[src/rtl/adc_stream_receiver.sv]
// adc_stream_receiver
//   AXI-Stream slave that stores ADC sample frames and hands out only complete
//   frames to the readout side. Words live in a data FIFO tagged with an
//   end-of-frame bit. Frame lengths live in a descriptor FIFO. A frame that
//   reaches DEPTH words without tlast is closed early and frame_split is set.
//
// Ports
//   aclk, areset        clock, synchronous active-high reset
//   s_axis_*            sample stream in: tdata[15:0]=ch A, [31:16]=ch B
//   rd_frame_valid/len  a complete frame is stored / its word count
//   rd_en               pop one word of the head frame
//   rd_data_valid       rd_data/rd_ch_a/rd_ch_b/rd_last valid (1 cycle after pop)
//   frames_rcvd         frames written (wraps)
//   words_rcvd          words accepted (wraps)
//   frame_split         sticky: a frame was force-terminated
module adc_stream_receiver #(
    parameter int AW     = 4,
    parameter int LEN_AW = 2
) (
    input  logic          aclk,
    input  logic          areset,
    input  logic [31:0]   s_axis_tdata,
    input  logic          s_axis_tvalid,
    input  logic          s_axis_tlast,
    output logic          s_axis_tready,
    output logic          rd_frame_valid,
    output logic [AW:0]   rd_frame_len,
    input  logic          rd_en,
    output logic          rd_data_valid,
    output logic [31:0]   rd_data,
    output logic [15:0]   rd_ch_a,
    output logic [15:0]   rd_ch_b,
    output logic          rd_last,
    output logic [31:0]   frames_rcvd,
    output logic [31:0]   words_rcvd,
    output logic          frame_split
);

    localparam int DEPTH  = 2**AW;
    localparam int LDEPTH = 2**LEN_AW;

    logic [32:0]       data_mem [DEPTH];
    logic [AW:0]       len_mem  [LDEPTH];

    logic [AW-1:0]     wr_ptr_q, rd_ptr_q;
    logic [AW:0]       data_cnt_q;
    logic [LEN_AW-1:0] lwr_ptr_q, lrd_ptr_q;
    logic [LEN_AW:0]   len_cnt_q;
    logic [AW:0]       cur_len_q;
    logic              tready_q;
    logic              rd_valid_q, rd_last_q;
    logic [31:0]       rd_data_q;
    logic [31:0]       frames_q, words_q;
    logic              split_q;

    logic accept, last_bit, forced, rd_ok, len_push, len_pop, tready_d;

    always_comb begin
        accept   = s_axis_tvalid && tready_q;
        forced   = (cur_len_q == (AW+1)'(DEPTH-1));
        last_bit = s_axis_tlast || forced;
        rd_ok    = rd_en && (len_cnt_q != '0);
        len_push = accept && last_bit;
        len_pop  = rd_ok && data_mem[rd_ptr_q][32];
        // Full is predicted from pushes only: a pop frees space but tready
        // rises one cycle later, which keeps the ready path short.
        tready_d = ((data_cnt_q + (AW+1)'(accept)) != (AW+1)'(DEPTH)) &&
                   ((len_cnt_q + (LEN_AW+1)'(len_push)) != (LEN_AW+1)'(LDEPTH));
    end

    always_ff @(posedge aclk) begin
        if (accept)
            data_mem[wr_ptr_q] <= {last_bit, s_axis_tdata};
        if (len_push)
            len_mem[lwr_ptr_q] <= cur_len_q + (AW+1)'(1);
    end

    always_ff @(posedge aclk) begin
        if (areset) begin
            wr_ptr_q   <= '0;
            rd_ptr_q   <= '0;
            data_cnt_q <= '0;
            lwr_ptr_q  <= '0;
            lrd_ptr_q  <= '0;
            len_cnt_q  <= '0;
            cur_len_q  <= '0;
            tready_q   <= 1'b0;
            rd_valid_q <= 1'b0;
            rd_last_q  <= 1'b0;
            rd_data_q  <= '0;
            frames_q   <= '0;
            words_q    <= '0;
            split_q    <= 1'b0;
        end else begin
            tready_q   <= tready_d;
            rd_valid_q <= rd_ok;

            if (accept) begin
                wr_ptr_q <= wr_ptr_q + AW'(1);
                words_q  <= words_q + 32'd1;
                if (last_bit) begin
                    cur_len_q <= '0;
                    frames_q  <= frames_q + 32'd1;
                    if (!s_axis_tlast)
                        split_q <= 1'b1;
                end else begin
                    cur_len_q <= cur_len_q + (AW+1)'(1);
                end
            end

            if (rd_ok) begin
                rd_ptr_q  <= rd_ptr_q + AW'(1);
                rd_data_q <= data_mem[rd_ptr_q][31:0];
                rd_last_q <= data_mem[rd_ptr_q][32];
            end

            case ({accept, rd_ok})
                2'b10:   data_cnt_q <= data_cnt_q + (AW+1)'(1);
                2'b01:   data_cnt_q <= data_cnt_q - (AW+1)'(1);
                default: data_cnt_q <= data_cnt_q;
            endcase

            if (len_push)
                lwr_ptr_q <= lwr_ptr_q + LEN_AW'(1);
            if (len_pop)
                lrd_ptr_q <= lrd_ptr_q + LEN_AW'(1);
            case ({len_push, len_pop})
                2'b10:   len_cnt_q <= len_cnt_q + (LEN_AW+1)'(1);
                2'b01:   len_cnt_q <= len_cnt_q - (LEN_AW+1)'(1);
                default: len_cnt_q <= len_cnt_q;
            endcase
        end
    end

    assign s_axis_tready  = tready_q;
    assign rd_frame_valid = (len_cnt_q != '0);
    // Descriptor RAM is not reset; force zero while empty.
    assign rd_frame_len   = rd_frame_valid ? len_mem[lrd_ptr_q] : '0;
    assign rd_data_valid  = rd_valid_q;
    assign rd_data        = rd_data_q;
    assign rd_ch_a        = rd_data_q[15:0];
    assign rd_ch_b        = rd_data_q[31:16];
    assign rd_last        = rd_last_q;
    assign frames_rcvd    = frames_q;
    assign words_rcvd     = words_q;
    assign frame_split    = split_q;

endmodule

[config.mk]
export PLATFORM = sky130hd
export DESIGN_NAME = adc_stream_receiver
export DESIGN_NICKNAME = d
export VERILOG_FILES = /design/src/rtl/adc_stream_receiver.sv
export SDC_FILE = /design/constraint.sdc
export NUM_CORES = 1
export LEC_CHECK = 0
export CORE_ASPECT_RATIO = 0.75
export CORE_MARGIN = 1
export CORE_UTILIZATION = 44
export CTS_BUF_LIST = sky130_fd_sc_hd__clkbuf_8
export DETAILED_ROUTE_END_ITERATION = 7
export HOLD_SLACK_MARGIN = 0.03
export SLEW_MARGIN = 10
export SYNTH_ARGS = -nofsm -noshare
export SYNTH_HDL_FRONTEND = slang
export SYNTH_SLANG_ARGS = --single-unit
[constraint.sdc]
create_clock -name aclk -period 4.3 [get_ports aclk]
set_input_delay 0.645 -clock aclk [delete_from_list [all_inputs] [get_ports aclk]]
set_output_delay 0.645 -clock aclk [all_outputs]
set_load 0.01 [all_outputs]
==> impl_metrics.csv, run 1 <==
group,metric,value,unit
clocking,cts-htree-levels,3,
sta,clock_skew,35.3,ps
global_route,grt_pass1_vias,14301,
layout,antenna_cells,0,
logic_synthesis,yosys-top-cells-count,"edfxtp_1 (548), mux4_2 (135), nor2_1 (133)",
worst_hold_path,whs_path_depth,2,
clocking,clk_path_buf_depth,3,
place,dp_cells,2424,
logic_synthesis,ys.flop_type,"edfxtp_1",
critical_path,crit_type,"reg2out",
logic_synthesis,ys_top_cells_by_area,"edfxtp_1 (62%), mux4_2 (11%), dfxtp_1 (9.9%)",
place,gp_congestion,0.775,
clocking,worstSkewPairLatency,720,ps
clocking,cts_tree,"built",
sta,setup_viol,0,
logic_synthesis,yosysMostFrequentCell,"edfxtp_1",
logic_synthesis,synthArstFlopShare,0,%
place,dpl-instance-area,29200,um^2
sta,finalCritPeriodShare,72.5,%
place,io_buffers,174,
pwr,power.switching,2.91,mW
critical_path,r2r_slack,1300,ps
layout,fin_area,31100,um^2
detailed_routing,drc,0,
die,dieHeight,215,um
sta,finalMaxSlewViolations,0,
outcome,status,"completed",
detailed_routing,drtIter0Drc,895,
logic_synthesis,synth_edf_count,548,
global_route,grt_pass1_wl,87600,um
sta,fmax,321,MHz
sta,worst_pin_slew,1180,ps
detailed_routing,wl_met2,26600,um
worst_hold_path,hold_path_end,"lwr_ptr_q[0]$_SDFFE_PP0P_",
pwr,powerDensity,415,nW/um^2
pwr,comb_power_share,5.2,%
detailed_routing,met3_length,2610,um
detailed_routing,ant_nets,0,
die,die_area,61200,um^2
critical_path,critical_path_arrival,2470,ps
clocking,cts_sinks,679,
layout,final_cell_count_no_fill,2615,
detailed_routing,highest_layer,"met4",
sta,hold_viol_final,0,
layout,final_nets,1797,
logic_synthesis,synth_nets,1592,
critical_path,cp.required,3650,ps
detailed_routing,routed-via-count,13848,
pwr,seqPwrFrac,55.7,%
detailed_routing,drt-vias-per-instance,5.30,
clocking,post_cts_resized,0,
critical_path,worst_setup_path_end_kind,"primary output",
die,die_w,285,um
layout,n_fill_cell,4816,
critical_path,timing.rr.start,"len_cnt_q[2]$_SDFFE_PP0P_",
logic_synthesis,netlist_area,26500,um^2
pwr,sw_frac_of_total,22.5,%
layout,drive_gt1_share,18.7,%
flow_run,max_cap_violations,0,
clocking,cts_hold_buf,0,
worst_hold_path,hp-class,"in2reg",
global_route,gr-total-overflow,0,
critical_path,r2r_cells,10,
critical_path,r2r_end,"data_cnt_q[4]$_SDFFE_PP0P_",
die,num_io_pins,175,
sta,fin_tns_setup,0,ps
detailed_routing,drt_pass1_iterations,5,
global_route,antenna_found_initial,0,
logic_synthesis,synth-seq-cells,679,
critical_path,cp-start-kind,"register",
sta,rsz0062_at_grt,"no",
critical_path,crit_path_max_fanout,5,
logic_synthesis,synth.largest_area_cell,"edfxtp_1",
pwr,internal-power,10.0,mW
global_route,grt_use_total,18.8,%
logic_synthesis,synth_top_area_share,62.1,%
logic_synthesis,ys_seq_area_share,72.0,%
global_route,grt_max_degree,130,
place,dpl.hpwl,33000,um
clocking,clockRootBuffer,"clkbuf_8",
clocking,post_cts_buffers,0,
die,initial_core_util,44.7,%
worst_hold_path,holdCritStartpoint,"areset",
pwr,peakVddDrop,0.237,mV
sta,slew_headroom,21.0,%
logic_synthesis,syn_inst,1532,
detailed_routing,totalWireLength,56700,um
pwr,clkPwrFrac,39.1,%
pwr,p_leak,9.84,nW
clocking,path_clk_slew,60,ps
die,core,59300,um^2
detailed_routing,drt-wirelength-per-cell,21.7,um
detailed_routing,wl_met1,26600,um
logic_synthesis,yosys_warnings,0,
layout,area_growth,17.5,%
die,rows,77,
logic_synthesis,synth_cell_types,50,
clocking,cts_buffers,101,
logic_synthesis,syn_area_per_cell,17.3,um^2
sta,final.min_clock_period,3120,ps
[power by group through the flow]
stage | clock network (mW) | logic [mW] | registers [mW]
finish | 5.06 | 0.669 | 7.21
global route | 5.48 | 0.730 | 7.21
CTS | 5.20 | 0.685 | 7.21
detailed placement | 0 | 0.683 | 7.35
global placement | 0 | 0.678 | 7.34
floorplan | 0 | 0.419 | 7.33
[cell usage in the layout (no fill, tap or decap), types with 3 or more instances in the layout]
cell type        Yosys  layout
clkbuf_8             0     113
edfxtp_1           548     548
mux2_2               4       4
clkdlybuf4s50_1      0     173
inv_1               26      67
nor2_1             133     120
and4_1               7       7
inv_8                0       4
o21ai_1              4       4
nor3_2               0       4
or3_1               11      10
nand2_1             41      41
nor2_4               0      13
nand4_1             21      21
xor2_1              38      38
o21ai_0             41      41
ha_1                22      22
nand2b_1             5       5
a22oi_1              4       4
xnor2_1             33      33
nand3b_1             3       3
mux4_2             135     135
clkinv_1             1      17
buf_4               34      31
mux2i_1             69      69
nor4_1              15      14
buf_12               0       7
nand3_1             21      21
nor3_1              17      13
a21oi_1             52      52
dfxtp_1            131     128
dfxtp_4              0       3
and3_1               9       9
clkinv_2             0      12
nor2b_1              9       9
[critical path: stages, from the launching register on]
cell             delay (ps)
dfxtp_1                 530
mux4_2                  570
nor2b_1                 150
clkdlybuf4s50_1         520
[logic make-up (layout without fill, tap and decap cells)]
group           Yosys count  in the layout  share of synthesized area, %
fa+ha+maj                23             23                          1.11
flops                   679            679                          72.0
compound gates          114            114                          2.40
mux                     208            208                          14.2
buf+inv                 137            430                          2.53
xor+xnor                 71             71                          2.35
simple gates            300            300                          5.40
[state kept, by name, summed over array words and instances, names as in the netlist, 4 cells and up, named ones only]
| signal | cells |
|---|---|
| data_mem | 528 |
| frames_rcvd | 32 |
| rd_data | 32 |
| words_rcvd | 32 |
| len_mem | 20 |
| cur_len_q | 5 |
| data_cnt_q | 5 |
| rd_ptr_q | 4 |
| wr_ptr_q | 4 |
[stage by stage]
stage	power, mW	setup WS, ps	hold WS, ps	utilization (%)
final	12.9	1180	296	52.6
after global routing	13.4	1050	264	52.6
after CTS	13.1	1080	230	52.6
after detailed placement	8.03	854	475	49.2
after global placement	8.02	906	454	49.2
after floorplan	7.75	283	468	-
[routing by layer]
| layer | up-vias | global-route usage [%] |
|---|---|---|
| li1 | 6340 | - |
| met1 | 7127 | 27.2 |
| met2 | 316 | 29.2 |
| met3 | 65 | 4.11 |
| met4 | 0 | 4.55 |
| met5 | - | 0 |
[how the worst max path moves through the flow]
stage,startpoint,to,depth (start not counted)
2_1_floorplan,s_axis_tvalid,data_mem[1][0]$_DFFE_PP_,5
3_3_place_gp,rd_en,data_cnt_q[4]$_SDFFE_PP0P_,11
3_5_place_dp,rd_en,data_cnt_q[4]$_SDFFE_PP0P_,11
4_1_cts,register,rd_frame_len[4],3
5_1_grt,len_cnt_q[2]$_SDFFE_PP0P_,data_cnt_q[4]$_SDFFE_PP0P_,10
6_report,register,rd_frame_len[4],3
[area by class of cell]
| type | count | area [um^2] | area share (%) |
|---|---|---|---|
| Clock buffer | 113 | 1560 | 4.99 |
| Clock inverter | 78 | 419 | 1.35 |
| Inverter | 28 | 105 | 0.337 |
| Multi-Input combinational cell | 716 | 6890 | 22.1 |
| Sequential cell | 679 | 19100 | 61.3 |
| Tap cell | 790 | 988 | 3.17 |
| Timing Repair Buffer | 211 | 2100 | 6.76 |
(Power assumes the default switching activity.)
==> run 2, diff against run 1 <==
==> constraint.sdc (replaced) <==
create_clock -name aclk -period 2.6 [get_ports aclk]
set_input_delay 0.39 -clock aclk [delete_from_list [all_inputs] [get_ports aclk]]
set_output_delay 0.39 -clock aclk [all_outputs]
set_load 0.01 [all_outputs]
==> impl_metrics.csv, run 2 (synthesized netlist as in run 1, its figures left out) <==
group,metric,value,unit
die,die_w,285,um
place,dpl.hpwl,32200,um
critical_path,r2r_slack,130,ps
place,io_buffers,174,
sta,finalCritPeriodShare,95.1,%
global_route,grt_pass1_vias,14656,
sta,setup_viol,0,
clocking,cts-htree-levels,3,
sta,finalMaxSlewViolations,0,
layout,post-route-util,53.5,%
detailed_routing,ant_nets,0,
global_route,grt_max_degree,90,
critical_path,r2r_end,"len_cnt_q[2]$_SDFFE_PP0P_",
sta,worst_pin_slew,788,ps
place,dp_slack,-47.0,ps
detailed_routing,drt-vias-per-instance,5.32,
sta,fmax,404,MHz
sta,slew_headroom,47.4,%
critical_path,crit_path_max_fanout,3,
layout,drive_gt1_share,20.3,%
critical_path,r2r_cells,10,
place,gp_congestion,0.767,
critical_path,cp-start-kind,"register",
place,dp_cells,2454,
pwr,powerDensity,674,nW/um^2
layout,n_fill_cell,4781,
flow_run,max_cap_violations,0,
clocking,worstSkewPairLatency,700,ps
layout,layout_common_cells,"edfxtp_1 (548), clkdlybuf4s50_1 (168), mux4_2 (135)",
global_route,grt_pass1_wl,87800,um
global_route,antenna_found_initial,1,
clocking,cts_tree,"built",
layout,multi_input_area,6910,um^2
detailed_routing,drc,0,
die,dieHeight,215,um
critical_path,crit_path_top_delay_cell,"fa_1",
sta,fin_ws,126,ps
clocking,clk_path_buf_depth,3,
pwr,peakVddDrop,0.427,mV
layout,final_cell_count_no_fill,2656,
worst_hold_path,whs_path_depth,4,
detailed_routing,drtIter0Drc,900,
outcome,status,"completed",
die,initial_core_util,44.7,%
detailed_routing,totalWireLength,57200,um
layout,seq_area,19100,um^2
layout,area_growth,19.5,%
layout,layout_commonest_cell,"edfxtp_1",
worst_hold_path,holdCritStartpoint,"s_axis_tlast",
critical_path,cp.required,3210,ps
detailed_routing,drt-wirelength-per-cell,21.5,um
clocking,cts_sinks,679,
detailed_routing,routed-via-count,14135,
worst_hold_path,hold_path_end,"frame_split$_SDFFE_PP0P_",
critical_path,timing.rr.start,"cur_len_q[1]$_SDFFE_PP0P_",
layout,antenna_cells,0,
sta,final.min_clock_period,2470,ps
layout,final_nets,1837,
clocking,cts_buffers,104,
critical_path,crit_type,"reg2reg",
die,num_io_pins,175,
detailed_routing,drt_pass1_iterations,5,
layout,regMostFlops,"data_mem",
layout,largest_register_ffs,528,
die,core,59300,um^2
critical_path,crit_top_cell,"ha_1",
critical_path,crit_path_max_incr_delay,370,ps
global_route,grt_use_total,18.9,%
die,rows,77,
sta,hold_viol_final,0,
global_route,gr-total-overflow,0,
worst_hold_path,hp-class,"in2reg",
critical_path,worstPathCellList,"ha_1 > and3_1 > ha_1 > o211ai_2 > ha_1 > inv_1 > fa_1 > xor2_1 > or3_1 > a21oi_1",
sta,whs,454,ps
pwr,power,21.3,mW
die,die_area,61200,um^2
clocking,clockRootBuffer,"clkbuf_8",
clocking,path_clk_slew,70,ps
critical_path,worst_setup_path_end_kind,"register",
critical_path,critical_path_arrival,3090,ps
sta,clock_skew,34.4,ps
pwr,p_leak,10.1,nW
run 2: metal layers:
layer | up-vias | wire [um] | GRT usage [%]
li1 | 6402 | - | -
met1 | 7340 | 27100 | 27.6
met2 | 312 | 26600 | 29.1
met3 | 79 | 2570 | 4.07
met4 | 2 | 883 | 4.71
met5 | - | 13 | 0
run 2: through the flow:
step / instance area, um^2 / TNS (ps)
after detailed placement: 29700 / -47.0
after global routing: 31700 / -2.98
after global placement: 29700 / -40.9
after CTS: 31600 / 0
final: 31700 / 0
after floorplan: 26500 / -50900
run 2: how the worst max path moves through the flow:
stage	start	to	depth (start not counted)
after floorplan	s_axis_tready$_SDFF_PP0_	data_mem[5][0]$_DFFE_PP_	5
after global placement	rd_en	data_cnt_q[4]$_SDFFE_PP0P_	10
after detailed placement	rd_en	data_cnt_q[4]$_SDFFE_PP0P_	11
after CTS	register	rd_frame_len[2]	4
after global routing	register	len_cnt_q[2]$_SDFFE_PP0P_	10
final	cur_len_q[1]$_SDFFE_PP0P_	len_cnt_q[2]$_SDFFE_PP0P_	10
run 2: worst max-delay path: cells and delay by family (launching register included):
kind,cells,cell delay (ps)
AOI/OAI and AO/OA,2,350
xor gates and xnor gates,1,150
adders and majority gates,4,1000
buffers and inverters,1,60
DFF,1,330
and+or+nand+nor,2,490
run 2: power breakdown:
part | leakage, nW | switching, mW | internal [mW]
registers | 6.01 | 0.0767 | 11.8
logic | 2.91 | 0.580 | 0.565
clock network | 1.15 | 4.08 | 4.21
total | 10.1 | 4.74 | 16.6
run 2: layout make-up:
| cell class | count | area share (%) |
|---|---|---|
| Sequential cell | 679 | 60.3 |
| Clock inverter | 86 | 1.45 |
| Tap cell | 790 | 3.12 |
| Multi-Input combinational cell | 716 | 21.8 |
| Inverter | 28 | 0.336 |
| Clock buffer | 109 | 4.74 |
| Timing Repair Buffer | 248 | 8.27 |
run 2: what timing repair did:
item	CTS	global route
pin swaps	0	3
endpoints found under the setup margin	5	10
setup buffers	2	4
hold buffers	1	0
gates resized for setup	8	2
endpoints found under the hold margin	1	0
==> run 3, diff against run 2 <==
--- a/config.mk
+++ b/config.mk
@@ -6,11 +6,11 @@
 export NUM_CORES = 1
 export LEC_CHECK = 0
 export CORE_ASPECT_RATIO = 0.75
-export CORE_MARGIN = 1
+export CORE_MARGIN = 1.5
 export CORE_UTILIZATION = 44
 export CTS_BUF_LIST = sky130_fd_sc_hd__clkbuf_8
 export DETAILED_ROUTE_END_ITERATION = 7
-export HOLD_SLACK_MARGIN = 0.03
+export HOLD_SLACK_MARGIN = 0.02
 export SLEW_MARGIN = 10
 export SYNTH_ARGS = -nofsm -noshare
 export SYNTH_HDL_FRONTEND = slang
==> impl_metrics.csv, run 3 (synthesized netlist as in run 1, its figures left out) <==
group,metric,value,unit
critical_path,cp.required,2210,ps
clocking,worstSkewPairLatency,680,ps
sta,fmax,402,MHz
sta,hold_viol_final,0,
detailed_routing,drt-wirelength-per-cell,21.8,um
sta,whs,105,ps
detailed_routing,drt-vias-per-instance,5.36,
sta,final.min_clock_period,2490,ps
layout,area_growth,19.2,%
critical_path,worst_setup_path_end_kind,"primary output",
sta,slew_headroom,28.7,%
detailed_routing,routed-via-count,14160,
global_route,grt_pass1_wl,87700,um
detailed_routing,drtIter0Drc,941,
die,die_area,61700,um^2
place,dpl.hpwl,32900,um
clocking,cts_hold_buf,0,
global_route,gr-total-overflow,0,
flow_run,max_cap_violations,0,
die,die_w,286,um
sta,finalMaxSlewViolations,0,
layout,layout_commonest_cell,"edfxtp_1",
clocking,clockRootBuffer,"clkbuf_8",
sta,finalCritPeriodShare,95.8,%
detailed_routing,drc,0,
pwr,power,20.9,mW
die,core,59300,um^2
clocking,cts_tree,"built",
global_route,grt_max_degree,81,
layout,antenna_cells,0,
die,rows,77,
critical_path,critical_path_arrival,2100,ps
pwr,powerDensity,663,nW/um^2
outcome,status,"completed",
sta,fin_tns_setup,0,ps
layout,largest_register_ffs,528,
sta,worst_pin_slew,1070,ps
pwr,peakVddDrop,0.414,mV
sta,setup_viol,0,
detailed_routing,ant_nets,0,
clocking,path_clk_slew,70,ps
place,io_buffers,174,
critical_path,crit_type,"reg2out",
layout,fin_area,31600,um^2
critical_path,crit_path_max_fanout,6,
worst_hold_path,hp-class,"in2reg",
sta,clock_skew,38.3,ps
layout,final_nets,1829,
critical_path,cp-start-kind,"register",
die,num_io_pins,175,
layout,layout_common_cells,"edfxtp_1 (548), clkdlybuf4s50_1 (168), mux4_2 (135)",
clocking,cts-htree-levels,3,
detailed_routing,drt_pass1_iterations,5,
layout,post-route-util,53.3,%
place,dpl-instance-area,29700,um^2
global_route,grt_pass1_vias,14427,
die,dieHeight,216,um
die,initial_core_util,44.7,%
pwr,p_leak,10.0,nW
layout,drive_gt1_share,20.0,%
clocking,cts_sinks,679,
layout,regMostFlops,"data_mem",
detailed_routing,totalWireLength,57600,um
global_route,antenna_found_initial,1,
layout,n_fill_cell,4737,
clocking,clk_path_buf_depth,3,
place,gp_congestion,0.759,
clocking,cts_buffers,101,
global_route,grt_use_total,18.9,%
[run 3: cell count changes in the layout (fill, tap and decap cells not counted), sizes merged]
| cell | delta |
|---|---|
| dlygate4sd2 | +1 |
| clkdlybuf4s15 | -1 |
| clkinvlp | +3 |
| inv | +8 |
| clkinv | -15 |
| dlygate4sd3 | -1 |
| buf | -4 |
| bufinv | -3 |
[run 3: per-layer routing]
metal / GRT usage (%) / wire (um) / vias to the layer above / share of wire (%)
met4: 5.71 / 1040 / 2 / 1.8
met5: 0 / 14 / - / 0.024
met1: 28.3 / 27300 / 7332 / 47
met2: 28.1 / 26400 / 355 / 46
li1: - / - / 6383 / -
met3: 3.48 / 2870 / 88 / 5.0
[run 3: critical path, stage by stage, from the launching register on]
cell and delay [ps]:
dfxtp_1 340, buf_4 160, nor3_1 200, buf_4 190
inv_1 40, clkdlybuf4s50_1 490
[run 3: final cells by class]
| class | instances | area, um^2 | share of cell area [%] |
|---|---|---|---|
| clock buffer | 109 | 1500 | 4.75 |
| clock inverter | 79 | 350 | 1.11 |
| inverter | 28 | 106 | 0.337 |
| multi-input combinational | 716 | 6920 | 21.9 |
| sequential | 679 | 19100 | 60.5 |
| tap | 790 | 988 | 3.13 |
| timing repair buffer | 243 | 2630 | 8.33 |
[run 3: report_power, final]
part | internal [mW] | leakage, nW | total [mW] | switching, mW
sequential | 11.8 | 6.01 | 11.9 | 0.0811
combinational | 0.561 | 2.90 | 1.14 | 0.580
clock | 3.88 | 1.10 | 7.88 | 4.01
[run 3: timing repair]
item	CTS	global route
gates resized for setup	7	5
setup buffers	2	0
pin swaps	0	2
hold endpoints to repair	0	0
endpoints found under the setup margin	5	2
[run 3: worst paths after layout]
kind         slack (ps)                 startpoint                         end  cells past startpoint
max reg2reg         110                   register   len_cnt_q[2]$_SDFFE_PP0P_                     10
min                 110                     areset  words_rcvd[5]$_SDFFE_PP0P_                      2
min reg2reg         500    rd_data[9]$_SDFFE_PP0N_     rd_data[9]$_SDFFE_PP0N_                      2
max                 110  len_cnt_q[0]$_SDFFE_PP0P_              rd_frame_valid                      5
[run 3: metrics by stage]
step                instances  setup slack (ps)
finish                   2644               110
global placement         2454              -104
global route             2644            -0.531
CTS                      2644              17.7
floorplan                1532              -360
detailed placement       2454             -98.1
